## config.mk

```make
export PLATFORM = sky130hd
export DESIGN_NAME = sd_spi_cmd_engine
export DESIGN_NICKNAME = d
export VERILOG_FILES = /design/src/rtl/sd_spi_pkg.sv /design/src/rtl/sd_crc7_serial.sv /design/src/rtl/sd_spi_cmd_engine.sv
export SDC_FILE = /design/constraint.sdc
export NUM_CORES = 1
export LEC_CHECK = 0
export CAP_MARGIN = 20
export CORE_MARGIN = 8
export CORE_UTILIZATION = 60
export DETAILED_ROUTE_END_ITERATION = 8
export GPL_TIMING_DRIVEN = 0
export PLACE_DENSITY = 0.85
export SLEW_MARGIN = 0
export SYNTH_ARGS = -nofsm -noshare
export SYNTH_HDL_FRONTEND = slang
export SYNTH_SLANG_ARGS = --single-unit
```

## constraint.sdc

```tcl
create_clock -name cpuClock -period 6.2 [get_ports cpuClock]
set_input_delay 1.86 -clock cpuClock [delete_from_list [all_inputs] [get_ports cpuClock]]
set_output_delay 1.86 -clock cpuClock [all_outputs]
set_load 0.005 [all_outputs]
```

## src/rtl/sd_spi_pkg.sv

```systemverilog
// Shared types for the SD SPI command engine: FSM states, error codes, CRC7 polynomial.
package sd_spi_pkg;

    typedef enum logic [2:0] {
        S_IDLE,
        S_CHECK,
        S_PRE,
        S_SEND,
        S_WAIT,
        S_READ,
        S_POST,
        S_DONE
    } state_t;

    localparam logic [1:0] ERR_OK      = 2'b00;
    localparam logic [1:0] ERR_TIMEOUT = 2'b01;
    localparam logic [1:0] ERR_BADLEN  = 2'b10;

    // x^7 + x^3 + 1 with the x^7 term implied
    localparam logic [6:0] CRC7_POLY = 7'h09;

endpackage

```

## src/rtl/sd_crc7_serial.sv

```systemverilog
// Serial CRC7 (init 0), one bit per enabled cycle; crc is valid the cycle after the last bit.
// No backpressure; clear has priority over bitEn.
module sd_crc7_serial (
    input  logic       cpuClock,
    input  logic       reset,
    input  logic       clear,
    input  logic       bitEn,
    input  logic       bitIn,
    output logic [6:0] crc
);
    import sd_spi_pkg::*;

    logic fb;
    assign fb = bitIn ^ crc[6];

    always_ff @(posedge cpuClock) begin
        if (reset || clear)
            crc <= '0;
        else if (bitEn)
            crc <= {crc[5:0], 1'b0} ^ (fb ? CRC7_POLY : 7'h00);
    end

endmodule

```

## src/rtl/sd_spi_cmd_engine.sv

```systemverilog
// SD SPI command engine: one command per cmdValid/cmdReady handshake, 48-bit frame out, 1..RESP_MAX_BYTES response in.
// cmdReady only in IDLE; done pulses once per accepted command; commands offered while busy are ignored.
module sd_spi_cmd_engine #(
    parameter int CLK_DIV        = 128,
    parameter int RESP_MAX_BYTES = 5,
    parameter int NCR_MAX        = 8,
    parameter int PRE_CLKS       = 8,
    parameter int POST_CLKS      = 8,
    localparam int RB            = $clog2(RESP_MAX_BYTES + 1)
) (
    input  logic                        cpuClock,
    input  logic                        reset,
    input  logic                        cmdValid,
    output logic                        cmdReady,
    input  logic [5:0]                  cmdIndex,
    input  logic [31:0]                 cmdArgument,
    input  logic [RB-1:0]               respBytes,
    output logic                        done,
    output logic [1:0]                  errorType,
    output logic [8*RESP_MAX_BYTES-1:0] respData,
    input  logic                        SD_MISO,
    output logic                        SD_SCLK,
    output logic                        SD_MOSI,
    output logic                        SD_CS
);
    import sd_spi_pkg::*;

    localparam int DW     = (CLK_DIV > 1) ? $clog2(CLK_DIV) : 1;
    localparam int PW     = (NCR_MAX * 8 > 1) ? $clog2(NCR_MAX * 8) : 1;
    localparam int MAXC   = (PRE_CLKS > POST_CLKS) ? PRE_CLKS : POST_CLKS;
    localparam int CW     = $clog2(MAXC + 1);
    localparam int RESP_W = 8 * RESP_MAX_BYTES;

    localparam logic [DW-1:0]   DIV_LAST  = DW'(CLK_DIV - 1);
    localparam logic [PW-1:0]   POLL_LAST = PW'(NCR_MAX * 8 - 1);
    localparam logic [CW-1:0]   PRE_LAST  = CW'(PRE_CLKS - 1);
    localparam logic [CW-1:0]   POST_LAST = CW'(POST_CLKS);
    localparam logic [RB-1:0]   RB_MAX    = RB'(RESP_MAX_BYTES);
    localparam logic [RB+2:0]   RCNT_ONE  = 1;

    state_t              state, state_nxt;
    logic [DW-1:0]       div_cnt;
    logic                sclk_q, cs_q, mosi_q;
    logic [CW-1:0]       clk_cnt;
    logic [5:0]          bit_cnt;
    logic [5:0]          crc_cnt;
    logic [PW-1:0]       poll_cnt;
    logic [RB+2:0]       resp_cnt;
    logic [39:0]         hdr_q;
    logic [RB-1:0]       rb_q;
    logic [1:0]          err_q;
    logic [RESP_W-1:0]   resp_sr;
    logic [6:0]          crc;
    logic [47:0]         frame_w;
    logic                sclk_on, tick, rise, fall, accept, len_bad, read_last, crc_en;

    assign accept    = (state == S_IDLE) && cmdValid;
    assign sclk_on   = (state == S_PRE) || (state == S_SEND) || (state == S_WAIT) ||
                       (state == S_READ) || (state == S_POST);
    assign tick      = sclk_on && (div_cnt == DIV_LAST);
    assign rise      = tick && !sclk_q;
    assign fall      = tick && sclk_q;
    assign len_bad   = (rb_q == '0) || (rb_q > RB_MAX);
    assign read_last = (resp_cnt == ({rb_q, 3'b000} - RCNT_ONE));
    assign crc_en    = (state != S_IDLE) && (crc_cnt != 6'd40);
    assign frame_w   = {hdr_q, crc, 1'b1};

    assign cmdReady = (state == S_IDLE);
    assign done     = (state == S_DONE);
    assign SD_SCLK  = sclk_q;
    assign SD_MOSI  = mosi_q;
    assign SD_CS    = cs_q;

    // CRC runs on from PRE into SEND if PRE is short; it is first needed at frame bit 40
    sd_crc7_serial u_crc (
        .cpuClock (cpuClock),
        .reset    (reset),
        .clear    (accept),
        .bitEn    (crc_en),
        .bitIn    (hdr_q[6'd39 - crc_cnt]),
        .crc      (crc)
    );

    always_ff @(posedge cpuClock) begin
        if (reset) state <= S_IDLE;
        else       state <= state_nxt;
    end

    always_comb begin
        state_nxt = state;
        case (state)
            S_IDLE:  if (cmdValid) state_nxt = S_CHECK;
            S_CHECK: state_nxt = len_bad ? S_DONE : S_PRE;
            S_PRE:   if (fall && clk_cnt == PRE_LAST) state_nxt = S_SEND;
            S_SEND:  if (fall && bit_cnt == 6'd47) state_nxt = S_WAIT;
            S_WAIT: begin
                if (rise) begin
                    if (!SD_MISO)                    state_nxt = S_READ;
                    else if (poll_cnt == POLL_LAST) state_nxt = S_POST;
                end
            end
            S_READ:  if (rise && read_last) state_nxt = S_POST;
            S_POST:  if (fall && clk_cnt == POST_LAST) state_nxt = S_DONE;
            S_DONE:  state_nxt = S_IDLE;
            default: state_nxt = S_IDLE;
        endcase
    end

    always_ff @(posedge cpuClock) begin
        if (reset) begin
            div_cnt   <= '0;
            sclk_q    <= 1'b0;
            cs_q      <= 1'b1;
            mosi_q    <= 1'b1;
            clk_cnt   <= '0;
            bit_cnt   <= '0;
            crc_cnt   <= '0;
            poll_cnt  <= '0;
            resp_cnt  <= '0;
            hdr_q     <= '0;
            rb_q      <= '0;
            err_q     <= ERR_OK;
            resp_sr   <= '0;
            errorType <= ERR_OK;
            respData  <= '0;
        end else begin
            div_cnt <= (sclk_on && !tick) ? div_cnt + DW'(1) : '0;
            if (tick)
                sclk_q <= ~sclk_q;
            if (state == S_IDLE)
                crc_cnt <= '0;
            else if (crc_en)
                crc_cnt <= crc_cnt + 6'd1;

            case (state)
                S_IDLE: begin
                    if (cmdValid) begin
                        hdr_q    <= {2'b01, cmdIndex, cmdArgument};
                        rb_q     <= respBytes;
                        err_q    <= ERR_OK;
                        resp_sr  <= '0;
                        clk_cnt  <= '0;
                        bit_cnt  <= '0;
                        poll_cnt <= '0;
                        resp_cnt <= '0;
                    end
                end
                S_CHECK: begin
                    if (len_bad) begin
                        errorType <= ERR_BADLEN;
                        respData  <= '0;
                    end
                end
                S_PRE: begin
                    if (fall) begin
                        if (clk_cnt == PRE_LAST) begin
                            clk_cnt <= '0;
                            cs_q    <= 1'b0;
                            mosi_q  <= frame_w[47];
                        end else begin
                            clk_cnt <= clk_cnt + CW'(1);
                        end
                    end
                end
                S_SEND: begin
                    if (fall) begin
                        if (bit_cnt == 6'd47) begin
                            mosi_q <= 1'b1;
                        end else begin
                            bit_cnt <= bit_cnt + 6'd1;
                            mosi_q  <= frame_w[6'd46 - bit_cnt];
                        end
                    end
                end
                S_WAIT: begin
                    // the start bit is a 0 already sitting in the zeroed shift register
                    if (rise) begin
                        if (!SD_MISO)
                            resp_cnt <= RCNT_ONE;
                        else if (poll_cnt == POLL_LAST)
                            err_q <= ERR_TIMEOUT;
                        else
                            poll_cnt <= poll_cnt + PW'(1);
                    end
                end
                S_READ: begin
                    if (rise) begin
                        resp_sr  <= {resp_sr[RESP_W-2:0], SD_MISO};
                        resp_cnt <= resp_cnt + RCNT_ONE;
                    end
                end
                S_POST: begin
                    // the first fall closes the last response clock, then CS goes high
                    if (fall) begin
                        cs_q    <= 1'b1;
                        clk_cnt <= clk_cnt + CW'(1);
                        if (clk_cnt == POST_LAST) begin
                            errorType <= err_q;
                            respData  <= resp_sr;
                        end
                    end
                end
                default: ;
            endcase
        end
    end

endmodule

```

# Yosys cells after proc, flatten, opt, wreduce, memory -nomap -nowiden
# Index checks and enable logic that the tools add are counted.
# totals
ff_bits	174
input_bits	45
output_inout_bits	47
word_cells	163
# classes
add_sub_neg	9
n_lt_le_gt_ge	3
n_eq_ne	33
mux	55
bitwise	4
n_reduce_logical	42
# ops
operator	count
40-bit 2-to-1 mux	5
40-bit one-hot mux with 2 select lines	2
6-bit 2-to-1 mux	9
3-bit 2-to-1 mux	9
6-bit by 1-bit adder with 6-bit output, second input constant	4
3-bit one-hot mux with 8 select lines	1
6-bit one-hot mux with 2 select lines	2
2-bit != test, second input constant	11
4-bit 2-to-1 mux	5
4-bit AND reduction	5
6-bit one-hot mux with 3 select lines	1
5-bit AND reduction	3
6-bit by 7-bit < comparator with 1-bit output, second input constant	2
2-bit 2-to-1 mux	7
2-bit by 1-bit != test with 1-bit output, second input constant	7
1-bit binary-select mux with 6-bit select	2
3-bit == test, second input constant	4
6-bit == test, second input constant	2
4-bit one-hot mux with 3 select lines	1
2-bit nonzero test	6
6-bit subtractor, first input constant	2
1-bit logical AND	10
3-bit nonzero test	3
2-bit one-hot mux with 2 select lines	2
other kinds (24)	41

# Depth between registers and ports, before layout
# Gate-level depths: netlist of run 1.
# logic_depth
word_depth	10
mapped_depth	11
mapped_depth_nobuf	9

# Modules after synthesis
# A second synthesis of run 1 with hierarchy kept.
# hier_totals
hier_cells	937
hier_area_um2	7792.5
# modules_own_cells
mod	instances	cells_each	area_per_inst_um2	seq_area_each_um2
sd_spi_cmd_engine	1	909	7516.0	3323.2
sd_crc7_serial	1	28	276.5	140.1

# Worst setup path after synthesis of run 1
# OpenSTA, ideal clock, no wires.
# synth_timing
kind	in2reg
from	input SD_MISO
to	register poll_cnt[5]
setup_time_ps	128
arrival_ps	2840
required_ps	6072
slack_ps	3232
cell_stages	6
path_buffers	0
path_cell_list	nand2b_1 a311o_1 nor4_4 o2111ai_1 xor2_1 nor2_1
# synth_between
elab_chain_cells	2
# synth_lines
element	line	text
start, declared	sd_spi_cmd_engine.sv:21	input logic SD_MISO,
2-bit != test (no line)	-	
5-bit AND reduction (no line)	-	
end signal, assigned	sd_spi_cmd_engine.sv:183	poll_cnt <= poll_cnt + PW'(1);
end, declared	sd_spi_cmd_engine.sv:47	logic [PW-1:0] poll_cnt;
# No other way between the ends.
# A chain may end at the register's enable or synchronous reset.

# Worst setup path in the final report of run 1
# layout_timing
from	input reset
to	register resp_sr[32]
# layout_rtl
element	line	text
start, declared	sd_spi_cmd_engine.sv:12	input logic reset,
end signal, assigned	sd_spi_cmd_engine.sv:188	resp_sr <= {resp_sr[RESP_W-2:0], SD_MISO};
end, declared	sd_spi_cmd_engine.sv:52	logic [RESP_W-1:0] resp_sr;
# No word-level cell between the ends.

==> out/qor.json, run 1 <==
{
  "antenna_cells_inserted": 0,
  "timing.reg2reg.setup_slack_ns": 3.66,
  "yosys_register_bits": 173,
  "vias": 7269,
  "total_power_mw": 3.24,
  "layout.cells.most_common_list": "sky130_fd_sc_hd__nand2_1 (187), sky130_fd_sc_hd__dfxtp_1 (173), sky130_fd_sc_hd__a21oi_1 (142)",
  "relSlewSlack_pct": 44.1,
  "worst_setup_path_startpoint": "reset",
  "global_route_wire_length_before_repair_um": 33700,
  "timing.critical_path.depth": 5,
  "synth-adder-area-share_pct": 2.07,
  "report.final.setup_viol": 0,
  "synth_largest_type_area_fraction_pct": 44.2,
  "path_delay_family": "buffers and inverters",
  "first_iter_violations": 836,
  "slowest_stage": "sky130_fd_sc_hd__clkbuf_1",
  "synthDominantAreaCellType": "sky130_fd_sc_hd__dfxtp_1",
  "holdPathStages": 2,
  "startpoint_of_the_worst_hold_path": "respData[11]",
  "vias_per_cell": 5.88,
  "power.leakage_nw": 3.17,
  "grt_use_met2_pct": 39.5,
  "fin_util_pct": 75.2,
  "timing.critical_path.cells": "clkdlybuf4s50_1 > clkbuf_1 > clkbuf_1 > clkbuf_1 > a21oi_1",
  "finClkSkew_ns": 0.00694,
  "clock_latency_ns": 0.43,
  "grtUsageMet1_pct": 31.4,
  "postCtsSetupRepairBufs": 0,
  "fp-row-count": 41,
  "post_route_cells_drive_above_1_share_pct": 8.08,
  "crit_path_buf_inv_count": 4,
  "largest_family_of_logic_cells_by_synthesized_area": "simple AND/OR/NAND/NOR gates",
  "top_usage_layer": "met2",
  "drtPass1Iterations": 5,
  "die_height_um": 130,
  "synthDistinctLibCells": 64,
  "hold_path_class": "reg -> reg",
  "numClockSinks": 173,
  "drc_violations_left": 0,
  "totalNegativeSetupSlack_ns": 0,
  "fill_cells": 945,
  "synth_fp_nets": 1000,
  "syn_inst": 942,
  "dieArea_um2": 17000,
  "ff_latch_area_um2": 3460,
  "cp_common_cell": "sky130_fd_sc_hd__clkbuf_1",
  "share_of_the_clock_period_used_by_the_worst_path_pct": 60.8,
  "via_count_of_the_first_global_routing_pass": 6966,
  "grt_util_met3_pct": 7.59,
  "post_synthesis_simple_gate_area_fraction_pct": 23.9,
  "rsz0062_at_grt": "false",
  "post_synthesis_sequential_area_ratio_pct": 44.2,
  "syn-cell-area_um2": 7840,
  "dominantRegCellSynth": "sky130_fd_sc_hd__dfxtp_1",
  "area.growth.synth_to_final_pct": 21.5,
  "min_to": "respData[11]",
  "synthTopCellsByArea": "sky130_fd_sc_hd__dfxtp_1 (44%), sky130_fd_sc_hd__a21oi_1 (9.1%), sky130_fd_sc_hd__nand2_1 (8.9%), sky130_fd_sc_hd__nand3_1 (6.4%), sky130_fd_sc_hd__mux4_2 (5.2%)",
  "outcome": "finished clean",
  "postSynth.asyncResetShare_pct": 0,
  "crit_path_max_fanout": 10,
  "maximum_level_of_the_cts_h_tree": 4,
  "synth.area.mux_share_pct": 7.88,
  "cts.root.buffer_cell": "sky130_fd_sc_hd__clkbuf_16",
  "tightestPinTransition_ns": 0.832,
  "yosys_warnings": 0,
  "endpoint_kind": "flop",
  "num-nets-final": 1110,
  "io_pins": 92,
  "rr_startpoint": "state[1]",
  "cts.repair.resized": 0,
  "power_per_cell_area_nw_per_um2": 340,
  "clkSlewWorstSetupHoldPaths_ns": 0.07,
  "crit_path_max_incr_delay_ns": 0.55,
  "cts-buffers-inserted": 17,
  "data_required_critical_path_ns": 6.49,
  "die-width_um": 130,
  "reg2reg_depth": 8,
  "area_taken_by_multi_input_logic_gates_um2": 4010,
  "syn_area_per_cell_um2": 8.33,
  "wl_per_cell_um": 16.8,
  "grtUsageTotal_pct": 25.0,
  "initial_core_utilization_pct": 61.9,
  "port_buffers": 91,
  "post_synth_xor_area_fraction_pct": 2.79,
  "timing.final.hold_violations": 0,
  "synth_enable_flop_cells": 0,
  "floorplan.core_area_um2": 12700,
  "overflow": 0,
  "ctsHoldBuffers": 0,
  "timing_max_transition_violations_final": 0,
  "path_class": "in -> reg",
  "final_common_cell": "sky130_fd_sc_hd__nand2_1",
  "place_hpwl_um": 14800,
  "gpl.final_weighted_congestion": 0.960,
  "reg2reg_to": "resp_sr[32]",
  "cts-root-to-sink-buffers": 2,
  "ant_nets": 0,
  "peakVddDrop_uv": 246,
  "synth-compound-area-share_pct": 14.5,
  "cts_tree": "yes",
  "worstPathArrival_ns": 4.05,
  "maximum_operating_frequency_mhz": 265,
  "drv.max_cap_violation_count": 0,
  "finalCriticalPeriod_ns": 3.77,
  "routed_wirelength_um": 20800,
  "grt_max_degree": 17,
  "grt_antenna_before_repair": 1,
  "timing.critical_path.from_type": "input pin"
}
[state kept, by name, indices dropped and copies added, names as in the netlist]
| register | cells |
|---|---|
| respData | 40 |
| hdr_q | 39 |
| SD_MOSI | 1 |
| err_q | 1 |
| poll_cnt | 6 |
| state | 3 |
| crc_cnt | 6 |
| div_cnt | 7 |
| clk_cnt | 4 |
| SD_CS | 1 |
| SD_SCLK | 1 |
| u_crc.crc | 7 |
| bit_cnt | 6 |
| errorType | 2 |
| rb_q | 3 |
| resp_cnt | 6 |
| resp_sr | 40 |
[synthesized netlist by cell type (all sizes together) (2+ instances only)]
master,n
nor2,55
nand4,8
xnor2,15
dfxtp,173
nand3,102
nor2b,5
mux2i,19
and4,2
or3b,2
nor4,5
and3,4
a31o,2
o21ai,15
nand3b,3
buf,19
o311a,2
o21a,4
inv,23
a31oi,7
a211oi,2
a311o,3
a21oi,142
mux4,18
mux2,2
and2,2
o211ai,6
or3,6
nor3,11
nand2b,6
or2,3
xor2,10
clkbuf,47
nand2,188
o31ai,3
ha,13
a311oi,2
[logic make-up (layout without fill, tap and decap cells)]
kind of cell | Yosys count | count (layout)
adder cells (fa/ha/maj) | 13 | 13
multiplexers | 39 | 39
flip-flops | 173 | 173
XOR/XNOR | 25 | 25
AO/OA/AOI/OAI | 198 | 198
AND/OR/NAND/NOR | 405 | 405
buffers and inverters | 89 | 211
[metrics by stage]
| stage | instances | setup WS [ns] | cell area (um^2) | hold slack (ns) |
|---|---|---|---|---|
| detailed placement | 1205 | 2.02 | 8970 | 0.443 |
| global placement | 1205 | 2.05 | 8970 | 0.433 |
| finish | 1236 | 2.43 | 9530 | 0.451 |
| floorplan | 942 | 3.23 | 7840 | 0.418 |
| CTS | 1236 | 2.49 | 9530 | 0.452 |
| global route | 1236 | 2.38 | 9530 | 0.463 |
[report_power, final]
group | internal, mW | leakage, nW | switching, mW
combinational | 0.314 | 1.50 | 0.631
clock | 0.560 | 0.277 | 0.465
sequential | 1.20 | 1.40 | 0.0763
[metal layers]
layer	routed length, um	vias up
met5	0	-
met4	464	0
met3	1770	41
met2	9630	303
met1	8900	3426
li1	-	3499
[worst max-delay path by stage]
stage / to / slack [ns]
4_1_cts: respData[20] / 2.49
6_report: resp_sr[32] / 2.43
3_3_place_gp: respData[23] / 2.05
3_5_place_dp: respData[20] / 2.02
2_1_floorplan: poll_cnt[5] / 3.23
5_1_grt: resp_sr[33] / 2.38
[area by class of cell]
type / instances / area share [%]
Sequential cell: 173 / 36.3
Tap cell: 172 / 2.26
Clock buffer: 17 / 4.46
Buffer: 66 / 3.02
Inverter: 23 / 0.906
Timing Repair Buffer: 91 / 9.56
Multi-Input combinational cell: 680 / 42.0
Clock inverter: 14 / 1.40
[worst register-to-register path, cell delays in order, from the launching register on]
cell and delay, ns:
sky130_fd_sc_hd__dfxtp_1 0.36, sky130_fd_sc_hd__buf_2 0.26, sky130_fd_sc_hd__nor3_4 0.10, sky130_fd_sc_hd__and2_1 0.19, sky130_fd_sc_hd__clkbuf_1 0.31, sky130_fd_sc_hd__a31oi_1 0.49, sky130_fd_sc_hd__clkbuf_1 0.43, sky130_fd_sc_hd__nand2_1 0.16
sky130_fd_sc_hd__a21oi_1 0.16
Power figures use the tool's default switching activity.
==> inputs of run 2 (changes only) <==
- CORE_UTILIZATION: 60 -> 56
- PLACE_DENSITY: 0.85 -> 0.8
- clock period: 6.2 -> 3.78 ns (I/O delays scaled with it)
==> run 2 against run 1 <==
  * Cell count up 0.73%
  * Largest power group unchanged
  * Wire length is 0.85% lower
  * Critical path depth did not move
  * Worst setup slack got worse by 1.7 ns
  * Combinational power up 63%
  * Design area is 0.28% higher
  * Register-to-register slack worse by 2.3 ns
  * Largest cell class unchanged
  * Count of clock-buffer cells in the layout stayed put
==> out/qor.json, run 2 (synthesized netlist as in run 1, its figures left out) <==
{
  "timing.reg2reg.setup_slack_ns": 1.33,
  "timing.critical_path.from_type": "input pin",
  "place_ws_ns": 0.386,
  "vias": 7189,
  "antenna_cells_inserted": 0,
  "numClockSinks": 173,
  "post_route_cells_drive_above_1_share_pct": 8.17,
  "drc_violations_left": 0,
  "timing.critical_path.depth": 5,
  "report.final.setup_viol": 0,
  "final_common_cell": "sky130_fd_sc_hd__nand2_1",
  "timing.critical_path.cells": "clkdlybuf4s50_1 > clkbuf_1 > clkbuf_1 > clkbuf_1 > a21oi_1",
  "io_pins": 92,
  "die-width_um": 134,
  "tightestPinTransition_ns": 0.749,
  "rr_startpoint": "bit_cnt[1]",
  "ant_nets": 0,
  "die_height_um": 134,
  "cts-root-to-sink-buffers": 2,
  "worst_hold_slack_ns": 0.449,
  "power_per_cell_area_nw_per_um2": 558,
  "total_power_mw": 5.33,
  "cts_tree": "yes",
  "drtPass1Iterations": 5,
  "min_to": "div_cnt[0]",
  "clkSlewWorstSetupHoldPaths_ns": 0.07,
  "fin_util_pct": 69.4,
  "overflow": 0,
  "grt_max_degree": 19,
  "reg2reg_depth": 7,
  "postCtsSetupRepairBufs": 0,
  "finClkSkew_ns": 0.0127,
  "grtUsageTotal_pct": 23.3,
  "drv.max_cap_violation_count": 0,
  "crit_path_max_incr_delay_ns": 0.55,
  "cts-buffers-inserted": 17,
  "data_required_critical_path_ns": 4.08,
  "maximum_level_of_the_cts_h_tree": 4,
  "hold_path_class": "reg -> reg",
  "layout.cells.most_common_list": "sky130_fd_sc_hd__nand2_1 (187), sky130_fd_sc_hd__dfxtp_1 (173), sky130_fd_sc_hd__a21oi_1 (142)",
  "peakVddDrop_uv": 382,
  "gpl.final_weighted_congestion": 0.892,
  "grt_antenna_before_repair": 0,
  "crit_path_buf_inv_count": 4,
  "post-route-cell-area_um2": 9560,
  "instances_no_fill": 1245,
  "endpoint_kind": "flop",
  "place_hpwl_um": 14600,
  "path_class": "in -> reg",
  "rsz0062_at_grt": "false",
  "totalNegativeSetupSlack_ns": 0,
  "area.growth.synth_to_final_pct": 21.8,
  "placed_area_um2": 8980,
  "num-nets-final": 1110,
  "timing_max_transition_violations_final": 0,
  "global_route_wire_length_before_repair_um": 34100,
  "port_buffers": 91,
  "first_iter_violations": 642,
  "path_delay_family": "buffers and inverters",
  "cts.root.buffer_cell": "sky130_fd_sc_hd__clkbuf_16",
  "fp-row-count": 43,
  "worstPathArrival_ns": 3.31,
  "via_count_of_the_first_global_routing_pass": 6823,
  "wl_per_cell_um": 16.5,
  "startpoint_of_the_worst_hold_path": "div_cnt[0]",
  "relSlewSlack_pct": 49.9,
  "outcome": "finished clean",
  "dieArea_um2": 18000,
  "reg.largest.list": "respData (40), resp_sr (40), hdr_q (39)",
  "clock_latency_ns": 0.44,
  "cp_common_cell": "sky130_fd_sc_hd__clkbuf_1",
  "cts.repair.resized": 0,
  "timing.final.hold_violations": 0,
  "vias_per_cell": 5.77,
  "ctsHoldBuffers": 0,
  "placed_cells_incl_taps": 1213,
  "power.leakage_nw": 3.17,
  "initial_core_utilization_pct": 56.9,
  "slowest_stage": "sky130_fd_sc_hd__clkbuf_1",
  "routed_wirelength_um": 20600,
  "reg2reg_to": "SD_MOSI",
  "post-route-worst-setup-slack_ns": 0.771,
  "crit_path_max_fanout": 10,
  "fill_cells": 1122,
  "holdPathStages": 1,
  "maximum_operating_frequency_mhz": 332,
  "share_of_the_clock_period_used_by_the_worst_path_pct": 79.6,
  "finalCriticalPeriod_ns": 3.01,
  "floorplan.core_area_um2": 13800
}
## run 2: cell count changes in the layout (fill, tap and decap cells not counted)
cell	delta
sky130_fd_sc_hd__clkinvlp_4	+3
sky130_fd_sc_hd__inv_8	+4
sky130_fd_sc_hd__clkinv_2	-2
sky130_fd_sc_hd__clkinv_8	+2
sky130_fd_sc_hd__inv_6	-4
sky130_fd_sc_hd__bufinv_16	-1
sky130_fd_sc_hd__clkinv_4	-1
## run 2: metal layers
layer | global-route usage (%) | vias to the layer above | wire length (um)
li1 | - | 3509 | -
met1 | 31.4 | 3411 | 9480
met2 | 35.6 | 245 | 9370
met3 | 5.72 | 24 | 1450
met4 | 7.55 | 0 | 270
met5 | 0 | - | 0
## run 2: cell type report
cell class,instances,area (um^2),share of cell area (%)
Tap cell,180,225,2.36
Clock buffer,17,425,4.45
Buffer,66,288,3.01
Multi-Input combinational cell,680,4010,41.9
Clock inverter,15,150,1.57
Sequential cell,173,3460,36.2
Timing Repair Buffer,91,911,9.53
Inverter,23,86.3,0.903
## run 2: worst reg2reg max path, stage by stage, from the launching register on
cell and delay (ns):
sky130_fd_sc_hd__dfxtp_1 0.35, sky130_fd_sc_hd__ha_1 0.41, sky130_fd_sc_hd__buf_2 0.32, sky130_fd_sc_hd__mux4_2 0.39
sky130_fd_sc_hd__mux4_2 0.47, sky130_fd_sc_hd__nor2b_1 0.15, sky130_fd_sc_hd__o211ai_1 0.20, sky130_fd_sc_hd__nand2_1 0.06
## run 2: how the worst max path moves through the flow
stage / from / to / slack (ns)
floorplan: SD_MISO / poll_cnt[5] / 1.54
global placement: reset / respData[21] / 0.34
detailed placement: reset / bit_cnt[1] / 0.39
CTS: reset / resp_sr[34] / 0.80
global route: reset / respData[17] / 0.63
finish: reset / respData[23] / 0.77
## run 2: power by group
group | total, mW | internal [mW] | switching [mW]
Sequential | 2.08 | 1.96 | 0.119
Combinational | 1.54 | 0.515 | 1.02
Clock | 1.71 | 0.877 | 0.835
